### config.mk
export PLATFORM = sky130hd
export DESIGN_NAME = line_buffer_writer
export DESIGN_NICKNAME = d
export VERILOG_FILES = /design/src/rtl/line_buffer_writer.sv
export SDC_FILE = /design/constraint.sdc
export NUM_CORES = 1
export LEC_CHECK = 0
export ABC_AREA = 1
export ABC_CLOCK_PERIOD_IN_PS = 2060
export CAP_MARGIN = 40
export CORE_MARGIN = 2
export CORE_UTILIZATION = 45
export DETAILED_ROUTE_END_ITERATION = 8
export PLACE_DENSITY = 0.78
export SLEW_MARGIN = 5
export SYNTH_ARGS = -nofsm -noshare
export SYNTH_HDL_FRONTEND = slang
export SYNTH_SLANG_ARGS = --single-unit
### constraint.sdc
create_clock -name clock -period 2.06 [get_ports clock]
set_input_delay 0.309 -clock clock [delete_from_list [all_inputs] [get_ports clock]]
set_output_delay 0.309 -clock clock [all_outputs]
set_load 0.05 [all_outputs]
### src/rtl/line_buffer_writer.sv
// Double-banked line buffer writer: packs a pixel stream into one bank while the display reads
// the other. Define LINE_BUFFER_WRITER_UNDERRUN_EN to enable the sticky underrun flag.
module line_buffer_writer #(
  parameter int unsigned LINE_WIDTH  = 320,
  parameter int unsigned BANK_OFFSET = 4096
) (
  input  logic        clock,
  input  logic        reset_n,
  input  logic [11:0] pixel_data,
  input  logic        pixel_valid,
  output logic        pixel_ready,
  input  logic        line_finished,
  output logic [12:0] mem_address,
  output logic [11:0] mem_data,
  output logic        mem_write,
  output logic        write_bank,
  output logic        line_ready,
  output logic        underrun,
  input  logic        underrun_clear
);

  localparam logic [12:0] LastIdx = 13'(LINE_WIDTH - 1);
  localparam logic [12:0] BankOff = 13'(BANK_OFFSET);

  typedef enum logic {StFill, StWaitSwap} state_e;

  state_e      r_state, w_state_nxt;
  logic [12:0] r_index, w_index_nxt;
  logic        r_write_bank, w_bank_nxt;
  logic        r_line_ready, w_line_ready_nxt;
  logic        r_mem_write, w_mem_write_nxt;
  logic [12:0] r_mem_address, w_mem_address_nxt;
  logic [11:0] r_mem_data, w_mem_data_nxt;
  logic        w_xfer, w_last, w_underrun_set;

  assign w_xfer = pixel_valid && (r_state == StFill);
  assign w_last = w_xfer && (r_index == LastIdx);

  always_comb begin
    w_state_nxt       = r_state;
    w_index_nxt       = r_index;
    w_bank_nxt        = r_write_bank;
    w_line_ready_nxt  = r_line_ready;
    w_mem_write_nxt   = 1'b0;
    w_mem_address_nxt = r_mem_address;
    w_mem_data_nxt    = r_mem_data;
    w_underrun_set    = 1'b0;
    unique case (r_state)
      StFill: begin
        if (w_xfer) begin
          w_mem_write_nxt   = 1'b1;
          w_mem_data_nxt    = pixel_data;
          w_mem_address_nxt = r_index + (r_write_bank ? BankOff : 13'd0);
          if (w_last) begin
            w_index_nxt = 13'd0;
            // A swap arriving with the final pixel is honoured at once: no wait state.
            if (line_finished) begin
              w_bank_nxt = ~r_write_bank;
            end else begin
              w_state_nxt      = StWaitSwap;
              w_line_ready_nxt = 1'b1;
            end
          end else begin
            w_index_nxt = r_index + 13'd1;
          end
        end
        if (line_finished && !w_last) begin
          w_underrun_set = 1'b1;
        end
      end
      StWaitSwap: begin
        if (line_finished) begin
          w_state_nxt      = StFill;
          w_index_nxt      = 13'd0;
          w_bank_nxt       = ~r_write_bank;
          w_line_ready_nxt = 1'b0;
        end
      end
      default: w_state_nxt = StFill;
    endcase
  end

  always_ff @(posedge clock or negedge reset_n) begin
    if (!reset_n) begin
      r_state       <= StFill;
      r_index       <= 13'd0;
      r_write_bank  <= 1'b0;
      r_line_ready  <= 1'b0;
      r_mem_write   <= 1'b0;
      r_mem_address <= 13'd0;
      r_mem_data    <= 12'd0;
    end else begin
      r_state       <= w_state_nxt;
      r_index       <= w_index_nxt;
      r_write_bank  <= w_bank_nxt;
      r_line_ready  <= w_line_ready_nxt;
      r_mem_write   <= w_mem_write_nxt;
      r_mem_address <= w_mem_address_nxt;
      r_mem_data    <= w_mem_data_nxt;
    end
  end

`ifdef LINE_BUFFER_WRITER_UNDERRUN_EN
  logic r_underrun;

  // Set has priority over a coincident clear.
  always_ff @(posedge clock or negedge reset_n) begin
    if (!reset_n) begin
      r_underrun <= 1'b0;
    end else if (w_underrun_set) begin
      r_underrun <= 1'b1;
    end else if (underrun_clear) begin
      r_underrun <= 1'b0;
    end
  end

  assign underrun = r_underrun;
`else
  logic w_unused_underrun;
  assign w_unused_underrun = underrun_clear ^ w_underrun_set;
  assign underrun          = 1'b0;
`endif

  assign pixel_ready = (r_state == StFill);
  assign mem_address = r_mem_address;
  assign mem_data    = r_mem_data;
  assign mem_write   = r_mem_write;
  assign write_bank  = r_write_bank;
  assign line_ready  = r_line_ready;

endmodule

==> run metrics <==
CTS Buf Count 5; Antenna diodes 0; CTS tree yes; syn_nets 248; drt total wl 3950 microns; Tightest Pin Transition 0.513 ns; Critical Path AT 1.51 ns; sequential area share after synthesis 55.3%; global-route wire length before repair 6510 microns; Worst R2R Path Depth 10; net switching power 0.976 mW; final setup fails 0; Cell Rows 23; Crit Path Category flop to output port; fin worst setup slack 0.240 ns; Period Utilization, post-route 88.4%; Cell Pwr Density 1020 nW/um^2; Worst R2R Setup Slack 0.49 ns; RR Endpoint r_index[9]$_DFFE_PN0P_; Worst Setup EP write_bank; Initial Util 47.1%; # IOs 47; DR vias/cell 4.77; stages on the worst setup path 1; Hold WC Path Type input port to asynchronous set/reset pin; Setup Skew 0.00286 ns; Sw Share 38.8%; synthesized area 1900 sq um; clock root buffer master clkbuf_8; GRT overflow 0; Post-DP Area 2380 sq um; Comb pwr share 35.2%; Avg Inst Size Synth 8.26 sq um; DRC violations left 0; Crit. End Element output port; largest net degree at the start of global routing 43; Pleak 1.22 nW; Die Area 4760 sq um; pre-CTS worst setup slack 0.225 ns; via count 1569; clock share of power 21.4%; Crit path buffers/inverters 1; status completed; fraction of final layout cells sized beyond drive strength 1 9.68%; Pwr Total 2.52 mW; number of global-route vias before repair 1427; Max Slew Vio Count 0; Die Ht 69.0 microns; Total GRT Usage 18.9%; Seq cells post-synth 42; worst r2r src r_index[0]$_DFFE_PN0P_; Pint 1.54 mW; Die W 69.0 microns; CTS resizes 0; cell chain of the critical path clkdlybuf4s50_1; Syn Inst Count 230; clock-pin transition on the worst setup and hold timing paths 0.07 ns; RSZ-0062 raised after global routing no; most frequent cells in the layout nand2_1 (93), clkdlybuf4s50_1 (42), dfrtp_1 (42), nor2_1 (21), inv_1 (15); Startpoint Class flop; commonest non-fill, non-tap cell in the layout nand2_1; H-tree lvl count 2; placed wire-length estimate 2840 microns; Critical Path Max Stage Delay 0.82 ns; post-route ant nets 0; DR WL/cell 12.0 microns; endpoints failing hold 0; setup bufs post-CTS 0; Rel. slew slack 65.8%; crit path from write_bank$_DFFE_PN0P_; DRT iter0 DRCs 127; peak supply drop 0.505 mV; Core ar. 4030 sq um; Syn-to-layout area delta 30.3%; # port buffers 44; clock buffer depth 2; critical-path maximum fanout 4; Clock Latency Late Sink 0.29 ns; drt first pass iters 4; CP top delay family buffers and inverters; Critical Path RT 1.75 ns; Final Instance Area 2470 sq um; crit path time final 1.82 ns; max-cap viol count 0; Peak Freq 0.549 GHz; synth warn 0; initial antenna violation count 0; crit path max-delay cell type clkdlybuf4s50_1; Sink Count 42; Hold Buf Count CTS 0; Reg power frac 43.4%; RD Place Congestion 0.903; Final #Nets 296; setup TNS 0 ns; Yosys cell types 27
power groups by stage:
stage / logic [mW] / clock network [mW] / registers, mW
after floorplan: 0.297 / 0 / 1.39
after global placement: 0.871 / 0 / 1.10
after detailed placement: 0.890 / 0 / 1.11
after CTS: 0.894 / 0.557 / 1.09
after global routing: 0.970 / 0.599 / 1.12
final: 0.886 / 0.538 / 1.09
cells by family after synthesis:
logic type | after synthesis | synth area share [%]
fa+ha+maj | 1 | 0.659
xor+xnor | 3 | 1.38
flops | 42 | 55.3
other cells | 1 | 0.197
buf+inv | 25 | 5.53
compound gates | 21 | 5.86
simple gates | 137 | 31.0
worst min path at each step:
stage | from | to | slack (ns) | depth (start not counted)
detailed placement | reset_n | r_index[6]$_DFFE_PN0P_ | 0.41 | 2
CTS | reset_n | write_bank$_DFFE_PN0P_ | 0.09 | 2
global route | reset_n | mem_data[1]$_DFFE_PN0P_ | 0.12 | 2
global placement | reset_n | r_index[6]$_DFFE_PN0P_ | 0.41 | 2
floorplan | reset_n | line_ready$_DFFE_PN0P_ | 0.01 | 0
finish | reset_n | r_index[9]$_DFFE_PN0P_ | 0.06 | 2
routing by layer:
metal	vias to the layer above	track usage, %	part of all wire (%)
li1	803	-	-
met1	717	24.6	45
met2	41	29.6	48
met3	8	4.87	4.4
met4	0	8.82	2.1
met5	-	0	0
metrics by stage:
stage,hold slack (ns),cells,util (%)
global route,0.116,329,61.4
global placement,0.408,321,59.2
finish,0.0595,329,61.4
CTS,0.0853,329,61.4
detailed placement,0.406,321,59.2
floorplan,0.0134,230,-
Yosys cell counts (all sizes together):
cell / instances / area (sq um)
conb: 1 / 3.75
nand3: 9 / 50.1
a21oi: 6 / 33.8
nand3b: 1 / 7.51
ha: 1 / 12.5
buf: 3 / 22.5
xor2: 2 / 17.5
inv: 19 / 71.3
nand4: 2 / 12.5
dfrtp: 42 / 1050
o21ai: 14 / 70.1
xnor2: 1 / 8.76
nor2: 25 / 114
nor3: 2 / 10.0
clkbuf: 3 / 11.3
nand2: 98 / 395
o21a: 1 / 7.51
layout make-up:
cell class,instances,area [sq um]
multi-input cells,163,743
flip-flops and latches,42,1050
repair buffers,47,455
clock inverters,1,5.00
clock buffers,7,86.3
inverters,19,71.3
well taps,50,62.6
fillers,357,1550
sequential cells by signal (all words and copies together) (netlist names):
register     flops
r_state          1
mem_address     13
write_bank       1
mem_write        1
r_index         13
line_ready       1
mem_data        12
Note: power is estimated with default switching activity, not from simulation.
